--- src/rtl/fxp_meansq.sv ---
// Streaming block mean-of-squares: squares each sample, sums N=2^LOG2N of them,
// divides by shift and emits a saturated WOI.WOF radicand for the sqrt stage.
module fxp_meansq #(
  parameter int WII   = 10,
  parameter int WIF   = 10,
  parameter int WOI   = 10,
  parameter int WOF   = 10,
  parameter int LOG2N = 2,
  parameter int ROUND = 1
) (
  input  logic                 clk,
  input  logic                 rst,
  input  logic                 in_valid,
  output logic                 in_ready,
  input  logic [WII+WIF-1:0]   in,
  output logic                 out_valid,
  input  logic                 out_ready,
  output logic [WOI+WOF-1:0]   out,
  output logic                 overflow
);

  localparam int WI = WII + WIF;
  localparam int WP = 2 * WI;
  localparam int WA = WP + LOG2N;
  localparam int WO = WOI + WOF;
  localparam int FP = 2 * WIF;
  localparam int CW = (LOG2N > 0) ? LOG2N : 1;
  localparam int WX = WP + WOF + WOI + 2;

  logic          r_prod_valid;
  logic          r_prod_last;
  logic [WP-1:0] r_prod;
  logic [CW-1:0] r_cnt;
  logic [WA-1:0] r_acc;
  logic          r_out_valid;
  logic [WO-1:0] r_out;
  logic          r_ovf;

  logic                 w_stall;
  logic                 w_accept;
  logic                 w_adv;
  logic                 w_load;
  logic                 w_idx_last;
  logic signed [WP-1:0] w_sq;
  logic [WA-1:0]        w_sum;
  logic [WP-1:0]        w_mean;
  logic [WX-1:0]        w_mean_x;
  logic [WX-1:0]        w_conv;
  logic                 w_ovf;

  // Only a finished block waiting on a blocked output register can back up the input.
  assign w_stall    = r_prod_valid && r_prod_last && r_out_valid && !out_ready;
  assign in_ready   = !w_stall;
  assign w_accept   = in_valid && !w_stall;
  assign w_adv      = r_prod_valid && !w_stall;
  assign w_load     = w_adv && r_prod_last;
  assign w_idx_last = (LOG2N == 0) || (r_cnt == CW'((1 << LOG2N) - 1));

  assign w_sq     = $signed(in) * $signed(in);
  assign w_sum    = r_acc + WA'(r_prod);
  assign w_mean   = w_sum[WA-1:LOG2N];
  assign w_mean_x = WX'(w_mean);

  generate
    if (WOF < FP) begin : g_narrow
      localparam int SH = FP - WOF;
      logic [WX-1:0] w_half;
      assign w_half = (ROUND != 0) ? (WX'(1) << (SH - 1)) : '0;
      assign w_conv = (w_mean_x + w_half) >> SH;
    end else begin : g_widen
      assign w_conv = w_mean_x << (WOF - FP);
    end
  endgenerate

  // Result is non-negative, so any set bit at or above the sign position saturates.
  assign w_ovf = |(w_conv >> (WO - 1));

  always_ff @(posedge clk) begin
    if (rst) begin
      r_prod_valid <= 1'b0;
      r_prod_last  <= 1'b0;
      r_prod       <= '0;
      r_cnt        <= '0;
      r_acc        <= '0;
      r_out_valid  <= 1'b0;
      r_out        <= '0;
      r_ovf        <= 1'b0;
    end else begin
      if (!w_stall) begin
        r_prod_valid <= w_accept;
        if (w_accept) begin
          r_prod      <= $unsigned(w_sq);
          r_prod_last <= w_idx_last;
        end
      end
      if (w_accept) begin
        r_cnt <= w_idx_last ? '0 : r_cnt + 1'b1;
      end
      if (w_adv) begin
        r_acc <= r_prod_last ? '0 : w_sum;
      end
      if (w_load) begin
        r_out_valid <= 1'b1;
        r_out       <= w_ovf ? {1'b0, {(WO-1){1'b1}}} : w_conv[WO-1:0];
        r_ovf       <= w_ovf;
      end else if (out_ready) begin
        r_out_valid <= 1'b0;
      end
    end
  end

  assign out_valid = r_out_valid;
  assign out       = r_out;
  assign overflow  = r_ovf;

endmodule

--- config.mk ---
export PLATFORM = sky130hd
export DESIGN_NAME = fxp_meansq
export DESIGN_NICKNAME = d
export VERILOG_FILES = /design/src/rtl/fxp_meansq.sv
export SDC_FILE = /design/constraint.sdc
export NUM_CORES = 1
export LEC_CHECK = 0
export BUFFER_PORTS_ARGS = -buffer_cell sky130_fd_sc_hd__buf_4
export CAP_MARGIN = 20
export CORE_ASPECT_RATIO = 0.6
export CORE_UTILIZATION = 45
export CTS_BUF_LIST = sky130_fd_sc_hd__clkbuf_8
export CTS_CLUSTER_SIZE = 14
export DETAILED_ROUTE_END_ITERATION = 7
export HOLD_SLACK_MARGIN = 0.02
export PLACE_DENSITY = 0.65
export RECOVER_POWER = 100
export SLEW_MARGIN = 20
export SYNTH_ARGS = -nofsm -noshare
export SYNTH_HDL_FRONTEND = slang
export SYNTH_SLANG_ARGS = --single-unit
--- constraint.sdc ---
create_clock -name clk -period 10 [get_ports clk]
set_input_delay 0 -clock clk [delete_from_list [all_inputs] [get_ports clk]]
set_output_delay 0 -clock clk [all_outputs]
set_load 0.01 [all_outputs]
### Yosys cells after proc, flatten, opt, wreduce, memory -nomap -nowiden

Cells that the tools add are included.

* add/subtract/negate cells: 3
* multipliers: 1
* equal/unequal tests: 1
* muxes and demuxes: 5
* bitwise gates (word level): 1
* reduce and logical (&&, ||, !) cells: 11

Operator list (count)
* 42-bit by 40-bit adder with 42-bit output: 1
* 42-bit two-way mux: 1
* 40-bit by 10-bit adder with 41-bit output (second input constant): 1
* 20-bit by 20-bit multiplier with 40-bit output: 1
* 33-bit OR reduction: 1
* 20-bit two-way mux: 1
* 1-bit logical AND: 6
* 2-bit by 1-bit adder with 2-bit output (second input constant): 1
* 2-bit equality test (second input constant): 1
* 1-bit zero test: 2
* 1-bit two-way mux: 2
* 2-bit two-way mux: 1
* 2-bit AND reduction: 1
* 2-bit nonzero test: 1
* 1-bit inverter: 1

* register bits: 108

### Depth between registers and ports, before layout

Gate-level depths: netlist of the first run.

* depth after elaboration: 7
* depth in mapped cells: 30
* depth with buffers taken out: 29

### Least setup slack after synthesis of the first run

Ideal clock, no wire load.

* kind: input to register
* start: input in[4]
* end: register r_prod[38]
* library setup time: 0.117 ns
* arrival: 6.694 ns
* slack: 3.189 ns
* stages on the path: 27
* path buffers: 2
* path through: clkbuf_1 clkbuf_1 nand2_1 fa_1 fa_1 inv_1 fa_1 fa_1 inv_1 fa_1 inv_1 fa_1 inv_1 fa_1 inv_1 ha_1 a21o_1 a221oi_1 o21ai_0 a21oi_1 o21ai_0 a21oi_1 o21ai_0 a211oi_1 a21oi_1 xor2_1 a22o_1

* cells in the longest elaborated chain, start to end: 1

RTL lines
* start, declared: RTL line 15 `input logic [WII+WIF-1:0] in,`
* 20-bit by 20-bit multiplier with 40-bit output: RTL line 59 `assign w_sq = $signed(in) * $signed(in);`
* end signal, assigned: RTL line 92 `r_prod <= $unsigned(w_sq);`
* end, declared: RTL line 32 `logic [WP-1:0] r_prod;`

No other way between the ends.
A chain may end at the register's enable or synchronous reset.

### Final worst setup path of the first run

* start: input in[1]
* end: register r_prod[32]

The elaborated chain is that of the path after synthesis.

==> summary.txt, run 1 <==
Status
  – Status: finished, violations left
  – Failing checks: max-capacitance violations, max-slew violations

STA
  – Clock period minus worst slack: 8080 ps
  – Slew @ Worst Pin: between 3000 and 4000 ps
  – TNS Setup: 0 ps
  – Final hold violation count: 0
  – Period utilization: 80.8%
  – Final setup viols: 0
  – Slew Limit Headroom: -105%
  – Clock Skew: 6.59 ps
  – Max Slew Vio Count: 134
  – Hold WS: ~420 ps
  – Max Fclk: about 0.12 GHz
  – Unrepaired setup endpoints after global routing: false

Setup path
  – CP max stage delay: 850 ps
  – Worst Setup End Kind: flip-flop
  – Cell mode on critical path: fa_1
  – Slowest CP cell: clkbuf_1
  – Crit-path max FO: 24
  – WP data required: 10320 ps
  – Critical path startpoint category: primary input
  – Crit path DAT: 8410 ps
  – Setup Crit Path Kind: in2reg

Placed design
  – Dpl cells: just under 3000
  – Gpl congestion: 0.887
  – HPWL after DPL: 41.2 mm
  – Dpl cell area: 0.0216 mm^2
  – # port buffers: 46

Die
  – Die area: 0.0471 mm^2
  – Chip Height: ~170 um
  – # IOs: between 40 and 50
  – Core ar.: between 0.04 and 0.05 mm^2
  – Die Width: 279 um
  – Row count: 60
  – Starting Density: 46.0%

Synth
  – Mean Syn Cell Area: 8.77 um^2
  – Share of the yosys chip area belonging to registers: 10.3%
  – Asr flop ratio synth: 0%
  – Post-synth EDFFs: 0
  – Cell count after synthesis: 2370
  – Net Count, Synth: 2930
  – Distinct cells, synth: 94
  – Synthesis-stage register bit count: 107
  – Mapped Area: 0.0208 mm^2
  – Yosys warns: 0
  – Ys flop type: dfxtp_1

CTS
  – Clk buf depth: 2
  – CTS root buf: clkbuf_8
  – CTS tree: built
  – Clock latency on the worst-skew pair: slightly above 400 ps
  – # Post-CTS Setup Buffers: 0
  – TritonCTS Buffers: 9
  – Clk slew on worst S/H paths: 110 ps
  – Clock sink count: 107
  – H-tree Lvls: 3

Drt
  – DRT Pass-1 Iters: 5
  – M1 WL: 24.7 mm
  – Via density: 5.26
  – # DRC: 0
  – Antenna-violating nets left: 0
  – Max layer used: met4
  – Routed met3 length: approximately 2.4 mm
  – Initial DRC Count: 1046
  – Met2 wire len: between 20 and 25 mm
  – Routed WL: 49.4 mm
  – Via Count: around 16000
  – Routed WL per cell: 16.7 um

Global routing
  – Number of global-route vias before repair: 16600
  – Largest net degree at the start of global routing: 89
  – First-pass GRT wire length: 84.9 mm
  – GRT Total Usage: 22.5%
  – Gr ovfl total: 0
  – Initial antenna violation count: 1

Finish
  – Filler cells: 4423
  – Area Growth Syn to Fin: 4.24%
  – Fin cells: ~3000
  – Footprint of the multi-input gates: 0.0164 mm^2
  – Layout Nets: 2901
  – Share of cells above drive strength 1: 3.32%
  – Final Instance Area: 0.0217 mm^2
  – Register area: about 0.0021 mm^2

Min path
  – HP Class: in2reg

Flow run
  – Max-Cap Viols: 4
[path summary, 6_finish.rpt]
| kind | start | endpoint | slack [ps] | depth (start not counted) |
|---|---|---|---|---|
| max reg2reg | r_prod[8] | out[3] | 3760 | 14 |
| max | in[1] | r_prod[32] | 1920 | 26 |
| min | in_valid | r_prod_last | 420 | 3 |
| min reg2reg | r_prod[23] | r_prod[23] | 460 | 2 |
[area by class of cell]
class                           instances  share of cell area [%]
Clock inverter                          6                   0.219
Multi-Input combinational cell       1671                    75.5
Sequential cell                       107                    9.89
Tap cell                              620                    3.58
Inverter                              492                    8.52
Antenna cell                            1                  0.0115
Timing Repair Buffer                   60                    1.63
Clock buffer                           10                   0.635
[cells by family (layout without fill, tap and decap cells)]
family	after synthesis	after routing	synth area share [%]
buffers and inverters	592	568	10.9
other	0	1	0
muxes	6	6	0.307
xor gates and xnor gates	105	105	4.55
and+or+nand+nor	617	617	14.4
adders and majority gates	536	536	46.0
DFF	107	107	10.3
AOI/OAI and AO/OA	407	407	13.6
[repair_timing]
item | CTS | global route
hold buffers | 5 | 0
gates resized for setup | 0 | 0
endpoints found under the hold margin | 20 | 0
[synthesized netlist by cell type (29+ instances only)]
cell	n	area [um^2]
a21o_1	41	308
a21oi_1	121	606
a22oi_1	36	270
a31oi_1	29	181
and2_1	85	532
clkbuf_1	83	312
dfxtp_1	107	2140
fa_1	381	7630
ha_1	155	1940
inv_1	492	1850
nand2_1	234	878
nor2_1	146	548
o21ai_0	30	150
o21bai_1	37	278
xnor2_1	74	648
xor2_1	29	254
[metrics by stage]
| step | utilization, % | setup WS (ps) |
|---|---|---|
| final | 47.9 | 1920 |
| after detailed placement | 47.7 | 2310 |
| after global routing | 47.9 | 1550 |
| after CTS | 48.3 | 2730 |
| after global placement | 47.7 | 2470 |
| after floorplan | - | 3190 |
[per-layer routing]
layer | global-route usage [%] | vias to the layer above
met5 | 0 | -
met4 | 3.64 | 0
met3 | 3.06 | 30
met2 | 35.3 | 326
met1 | 33.7 | 7807
li1 | - | 7445
[sequential cells by signal, summed over array words and instances (netlist names)]
signal / count
r_acc: 42
r_prod: 39
out: 20
r_cnt: 2
out_valid: 1
overflow: 1
r_prod_last: 1
r_prod_valid: 1
[layout by cell type, fill, tap and decap left out, types with 15 or more instances in the layout]
master	instances
dfxtp_1	107
a31oi_1	28
nand2_1	234
a211oi_1	15
xnor2_1	74
o21bai_1	37
a21oi_1	121
nor2b_1	19
ha_1	155
clkbuf_1	29
o21ai_0	31
a22oi_1	36
fa_1	381
nand3_1	27
nor2_1	146
inv_1	492
a21o_1	41
xor2_1	30
nor3_1	25
and2_1	81
buf_4	26
[critical path: cells and delay by family]
| kind | cells | cell delay, ps |
|---|---|---|
| AOI/OAI and AO/OA | 9 | 2400 |
| adders and majority gates | 8 | 3550 |
| buffers and inverters | 5 | 1550 |
| and+or+nand+nor | 4 | 900 |
Power of run 1 is not shown: default switching activity piles up to over one toggle a cycle in this logic, so the estimate is an artifact.
==> run 2, diff against run 1 <==
--- a/config.mk
+++ b/config.mk
@@ -5,6 +5,7 @@
 export SDC_FILE = /design/constraint.sdc
 export NUM_CORES = 1
 export LEC_CHECK = 0
+export ABC_AREA = 1
 export BUFFER_PORTS_ARGS = -buffer_cell sky130_fd_sc_hd__buf_4
 export CAP_MARGIN = 20
 export CORE_ASPECT_RATIO = 0.6
@@ -13,7 +14,7 @@
 export CTS_CLUSTER_SIZE = 14
 export DETAILED_ROUTE_END_ITERATION = 7
 export HOLD_SLACK_MARGIN = 0.02
-export PLACE_DENSITY = 0.65
+export PLACE_DENSITY = 0.64
 export RECOVER_POWER = 100
 export SLEW_MARGIN = 20
 export SYNTH_ARGS = -nofsm -noshare
==> constraint.sdc (replaced) <==
create_clock -name clk -period 8.4 [get_ports clk]
set_input_delay 0 -clock clk [delete_from_list [all_inputs] [get_ports clk]]
set_output_delay 0 -clock clk [all_outputs]
set_load 0.01 [all_outputs]
==> run 2 against run 1 <==
  * The run still ends with max-capacitance violations, max-slew violations left
  * Clock-buffer cell count is 1 lower
  * Setup slack worse by 810 ps
  * Core utilization is 0.45 points lower
  * Global-route usage is 3.1 points higher
  * Flip-flop and latch count stayed put
  * Cell area is 8.3% higher
  * Via count is 21% higher
  * Hold slack worse by 340 ps
  * Die area is 8.4% higher
  * Non-clock buffer count is 5 lower
  * Area after synthesis is 8.5% higher
  * Critical path type unchanged
  * Largest cell class unchanged
==> summary.txt, run 2 <==
CTS
  – H-tree Lvls: 3 (unchanged)
  – # Post-CTS Setup Buffers: 0 (unchanged)
  – Clk slew on worst S/H paths: 110 ps (about the same)
  – Hold_buf cts: 3 (was 5)
  – Clock sink count: 107 (unchanged)
  – Post-CTS Resized: 0 (unchanged)
  – CTS root buf: clkbuf_8 (unchanged)
  – Clk buf depth: 2 (unchanged)
  – Clock latency on the worst-skew pair: 430 ps (was 410 ps)
  – CTS tree: built (unchanged)
  – TritonCTS Buffers: 9 (unchanged)

Die
  – # IOs: 47 (unchanged)
  – Chip Height: 175 um (was 168 um)
  – Core ar.: 0.0494 mm^2 (was 0.0452 mm^2)
  – Starting Density: 45.6% (was 46.0%)
  – Die area: 0.0510 mm^2 (was 0.0471 mm^2)
  – Row count: 63 (was 60)
  – Die Width: 291 um (was 279 um)

Global routing
  – Number of global-route vias before repair: 19200 (was 16600)
  – GRT Total Usage: 25.7% (was 22.5%)
  – First-pass GRT wire length: 102 mm (was 84.9 mm)
  – Initial antenna violation count: 2 (was 1)
  – Gr ovfl total: 0 (unchanged)
  – Largest net degree at the start of global routing: 76 (was 89)

STA
  – TNS Setup: 0 ps (unchanged)
  – Max Fclk: between 0.1 and 0.15 GHz
  – Final hold violation count: 0 (unchanged)
  – Clock Skew: 17.9 ps (was 6.59 ps)
  – Unrepaired setup endpoints after global routing: false (unchanged)
  – Slew Limit Headroom: -54.0% (was -105%)
  – Slew @ Worst Pin: 2310 ps (was 3060 ps)
  – Worst setup margin: 1100 ps (was 1920 ps)
  – Final setup viols: 0 (unchanged)
  – Max Slew Vio Count: 111 (was 134)
  – Period utilization: 86.9%
  – Clock period minus worst slack: 7300 ps

Finish
  – Filler cells: 4988 (was 4423)
  – Max reg flops: 42 (unchanged)
  – Commonest non-fill, non-tap cells in the layout: inv_1, nand2_1, fa_1, nor2_1, ha_1 (was inv_1, fa_1, nand2_1, ha_1, nor2_1)
  – Layout Nets: 3664 (was 2901)
  – Footprint of the multi-input gates: 0.0169 mm^2 (was 0.0164 mm^2)
  – Reg with most FFs: r_acc (unchanged)
  – End-of-flow core utilization: 47.5% (was 47.9%)
  – Most common cell after layout, fill and taps aside: inv_1 (unchanged)
  – Area Growth Syn to Fin: 4.11% (was 4.24%)
  – Register area: 0.00214 mm^2 (unchanged)
  – Share of cells above drive strength 1: 4.28% (was 3.32%)

Drt
  – Antenna-violating nets left: 0 (unchanged)
  – Via Count: 18900 (was 15600)
  – Routed WL: 62.1 mm (was 49.4 mm)
  – Initial DRC Count: 1584 (was 1046)
  – Via density: 5.02 (was 5.26)
  – DRT Pass-1 Iters: 5 (unchanged)
  – # DRC: 0 (unchanged)
  – Routed WL per cell: 16.5 um (was 16.7 um)

Placed design
  – # port buffers: 46 (unchanged)
  – Gpl congestion: 0.986 (was 0.887)
  – HPWL after DPL: 53.2 mm (was 41.2 mm)
  – Pre-CTS setup slack: 932 ps (was 2310 ps)

Synth
  – Yosys warns: 0 (unchanged)
  – Yosys top cell by area: fa_1 (unchanged)
  – Share of the yosys chip area belonging to registers: 9.50% (was 10.3%)
  – Mapped Area: 0.0226 mm^2 (was 0.0208 mm^2)
  – Count leader, synth: inv_1 (unchanged)
  – Post-synth top area share: 33.8% (was 36.7%)
  – Post-synth EDFFs: 0 (unchanged)
  – Distinct cells, synth: 52 (was 94)
  – Synth cell count leaders: inv_1, nand2_1, fa_1 (was inv_1, fa_1, nand2_1)
  – Ys flop type: dfxtp_1 (unchanged)
  – Asr flop ratio synth: 0% (unchanged)
  – Net Count, Synth: 3675 (was 2930)
  – Mean Syn Cell Area: 7.24 um^2 (was 8.77 um^2)
  – Dominant cells by area after synthesis: fa_1, inv_1, nand2_1, dfxtp_1, ha_1 (was fa_1, dfxtp_1, ha_1, inv_1, nand2_1)
  – Synthesis-stage register bit count: 107 (unchanged)
  – Cell count after synthesis: 3115 (was 2370)

Setup path
  – Setup crit start: in[19] (was in[1])
  – Crit-path max FO: 27 (was 24)
  – Setup Crit Path Kind: in2reg (unchanged)
  – WP data required: 8710 ps (was 10320 ps)
  – Crit path DAT: 7610 ps (was 8410 ps)
  – Critical path startpoint category: primary input (unchanged)
  – Worst Setup End Kind: flip-flop (unchanged)
  – Reg-to-Reg Start: r_prod[0] (was r_prod[8])

Status
  – Status: finished, violations left (unchanged)
  – Failing checks: max-capacitance violations, max-slew violations (unchanged)

Min path
  – HP Class: in2reg (unchanged)
  – Hold Crit Start: in[0] (was in_valid)

Flow run
  – Max-Cap Viols: 3 (was 4)
run 2: path summary, 6_finish.rpt:
path,slack (ps),end,depth (start not counted)
setup / recovery,1100,r_prod[27],28
hold / removal,80,r_prod[0],3
setup reg to reg,2030,out[8],23
hold reg to reg,460,out[19],2
run 2: layout make-up:
cell class,instances,area share (%)
Multi-Input combinational cell,2114,72.1
Tap cell,650,3.46
Antenna cell,2,0.0213
Inverter,817,13.1
Sequential cell,107,9.12
Clock inverter,7,0.357
Timing Repair Buffer,55,1.37
Clock buffer,9,0.528
run 2: stage by stage:
step,std cells,cell area [um^2],hold slack (ps)
after floorplan,3115,22600,133
after global placement,3740,23400,242
after detailed placement,3740,23400,251
after CTS,3759,23600,50.7
after global routing,3761,23500,81.4
final,3761,23500,80.9
run 2: cell families after synthesis:
logic type                 count (synthesis)  synth area share [%]
DFF                                      107                  9.50
and+or+nand+nor                         1255                  23.6
AOI/OAI and AO/OA                        246                  6.13
xor gates and xnor gates                  77                  3.06
adders and majority gates                536                  42.4
buffers and inverters                    894                  15.3
run 2: routing by layer:
layer / wire length, um / global-route usage, % / part of all wire [%] / vias up
met3: 6360 / 6.69 / 10 / 48
met2: 24200 / 36.2 / 39 / 621
li1: - / - / - / 9114
met1: 30900 / 39.8 / 50 / 9092
met5: 0 / 0 / 0 / -
met4: 640 / 3.48 / 1.0 / 0
run 2: worst max-delay path, cell delays in order:
cell and delay (ps):
buf_4 210, inv_1 450, nor2_1 110, fa_1 520, inv_1 50, fa_1 470, inv_1 50, fa_1 460
fa_1 520, fa_1 430, fa_1 490, inv_1 50, fa_1 490, inv_1 40, ha_1 340, nand2_1 110
nor2_1 110, inv_1 60, nor2_1 330, inv_1 130, nor4b_1 900, a21oi_1 220, o21ai_0 310, a21boi_0 190
o21ai_0 220, xor2_1 100, o21ai_0 170, inv_1 70
Power of run 2 is left out for the same reason.
==> run 3, diff against run 2 <==
--- a/config.mk
+++ b/config.mk
@@ -10,7 +10,7 @@
 export CAP_MARGIN = 20
 export CORE_ASPECT_RATIO = 0.6
 export CORE_UTILIZATION = 45
-export CTS_BUF_LIST = sky130_fd_sc_hd__clkbuf_8
+export CTS_BUF_LIST = sky130_fd_sc_hd__clkbuf_4 sky130_fd_sc_hd__clkbuf_8 sky130_fd_sc_hd__clkbuf_16
 export CTS_CLUSTER_SIZE = 14
 export DETAILED_ROUTE_END_ITERATION = 7
 export HOLD_SLACK_MARGIN = 0.02
==> run 3 against run 2 <==
  * Hold slack better by 44 ps
  * Via count decreased by 0.22%
  * Register-to-register slack improved by 30 ps
  * Flip-flop and latch count unchanged
  * Core utilization rose by 0.20 points
  * The flow still finishes with violations (max-capacitance violations, max-slew violations)
  * Setup slack improved by 52 ps
  * Routed wire length hardly changed
  * Final cell count about the same
  * Clock skew shrank 4.8 ps
  * Non-clock buffer count is the same
  * Highest routed layer is now met5
==> summary.txt, run 3 (same netlist as run 2, synthesis figures left out) <==
Setup path
  – CP max stage delay: 820 ps (was 900 ps)
  – Setup Crit Path Kind: in2reg (unchanged)
  – Critical path startpoint category: primary input (unchanged)
  – Family with the most delay on the worst path: adder cells (unchanged)
  – Slowest CP cell: nor4b_1 (unchanged)
  – Crit-path max FO: 27 (unchanged)
  – WP data required: 8670 ps (was 8710 ps)
  – Cell mode on critical path: inv_1 (unchanged)
  – Worst Setup End Kind: flip-flop (unchanged)
  – Crit path DAT: 7510 ps (was 7610 ps)
  – Worst path bufs/invs: 9 (unchanged)

Drt
  – Via density: 5.01 (was 5.02)
  – Routed WL per cell: 16.5 um (about the same)
  – Initial DRC Count: 1597 (was 1584)
  – Via Count: 18800 (was 18900)
  – Routed WL: 62.1 mm (about the same)
  – # DRC: 0 (unchanged)
  – DRT Pass-1 Iters: 7 (was 5)
  – Antenna-violating nets left: 0 (unchanged)

Die
  – Row count: 63 (unchanged)
  – Core ar.: 0.0494 mm^2 (unchanged)
  – Chip Height: 175 um (unchanged)
  – Starting Density: 45.6% (unchanged)
  – Die Width: 291 um (unchanged)
  – # IOs: 47 (unchanged)
  – Die area: 0.0510 mm^2 (unchanged)

Min path
  – HP Class: in2reg (unchanged)

CTS
  – Clock sink count: 107 (unchanged)
  – Clk slew on worst S/H paths: 80 ps (was 110 ps)
  – TritonCTS Buffers: 9 (unchanged)
  – CTS tree: built (unchanged)
  – Hold_buf cts: 3 (unchanged)
  – Clk buf depth: 2 (unchanged)
  – # Post-CTS Setup Buffers: 0 (unchanged)
  – H-tree Lvls: 3 (unchanged)
  – Clock latency on the worst-skew pair: 380 ps (was 430 ps)
  – CTS root buf: clkbuf_16 (was clkbuf_8)
  – Post-CTS Resized: 0 (unchanged)

Status
  – Status: finished, violations left (unchanged)
  – Failing checks: max-capacitance violations, max-slew violations (unchanged)

Finish
  – Reg with most FFs: r_acc (unchanged)
  – Share of cells above drive strength 1: 4.28% (unchanged)
  – Most common cell after layout, fill and taps aside: inv_1 (unchanged)
  – Layout Nets: 3664 (unchanged)
  – Commonest non-fill, non-tap cells in the layout: inv_1, nand2_1, fa_1, nor2_1, ha_1 (unchanged)
  – Area Growth Syn to Fin: 4.55% (was 4.11%)
  – Max reg flops: 42 (unchanged)
  – Filler cells: 4974 (was 4988)

STA
  – Worst setup margin: 1150 ps (was 1100 ps)
  – Max Slew Vio Count: 111 (unchanged)
  – Max Fclk: 0.138 GHz (was 0.137 GHz)
  – Period utilization: 86.3% (was 86.9%)
  – Slew @ Worst Pin: 2310 ps (about the same)
  – Final hold violation count: 0 (unchanged)
  – Final setup viols: 0 (unchanged)
  – Slew Limit Headroom: -54.2% (was -54.0%)
  – Clock Skew: 13.1 ps (was 17.9 ps)
  – Clock period minus worst slack: 7250 ps (was 7300 ps)
  – Unrepaired setup endpoints after global routing: false (unchanged)
  – TNS Setup: 0 ps (unchanged)

Global routing
  – Number of global-route vias before repair: 19200 (about the same)
  – Largest net degree at the start of global routing: 76 (unchanged)
  – GRT Total Usage: 25.7% (about the same)
  – First-pass GRT wire length: 102 mm (about the same)
  – Initial antenna violation count: 1 (was 2)
  – Gr ovfl total: 0 (unchanged)

Placed design
  – HPWL after DPL: 53.2 mm (unchanged)
  – Pre-CTS setup slack: 932 ps (unchanged)
  – Gpl congestion: 0.986 (unchanged)
  – # port buffers: 46 (unchanged)

Flow run
  – Max-Cap Viols: 3 (unchanged)
run 3: changes by cell type in the layout (fill, tap and decap cells not counted), sizes merged:
cell / previous run / this run
diode: 2 / 1
run 3: final timing paths:
path | from | cells after the start | slack [ps] | end
hold / removal | in[0] | 3 | 120 | r_prod[0]
hold reg to reg | out[19] | 2 | 450 | out[19]
setup / recovery | in[19] | 28 | 1150 | r_prod[27]
setup reg to reg | r_prod[0] | 23 | 2060 | out[11]
run 3: final cells by class:
type / count / area, um^2 / area share [%]
multi-input combinational: 2114 / 16900 / 71.8
clock inverter: 7 / 83.8 / 0.356
tap: 650 / 813 / 3.45
sequential: 107 / 2140 / 9.09
timing repair buffer: 55 / 323 / 1.37
clock buffer: 9 / 225 / 0.955
inverter: 817 / 3070 / 13.0
antenna: 1 / 2.50 / 0.0106
run 3: worst min-delay path: stages:
cell and delay (ps):
buf_4 200, nor2_1 190, nor3_1 60
run 3: metal layers:
metal	global-route usage, %	vias up	share of wire, %
li1	-	9117	-
met3	6.07	51	9.5
met5	1.22	-	0.14
met4	3.84	2	1.1
met2	36.2	593	39
met1	40.1	9070	50
run 3: per-stage QoR:
step / utilization, % / instances / hold WS (ps) / area [um^2]
after CTS: 48.0 / 3759 / 104 / 23700
after global placement: 47.3 / 3740 / 242 / 23400
final: 47.7 / 3760 / 124 / 23600
after global routing: 47.7 / 3760 / 137 / 23600
after detailed placement: 47.3 / 3740 / 251 / 23400
after floorplan: - / 3115 / 133 / 22600
Power of run 3 is left out for the same reason.
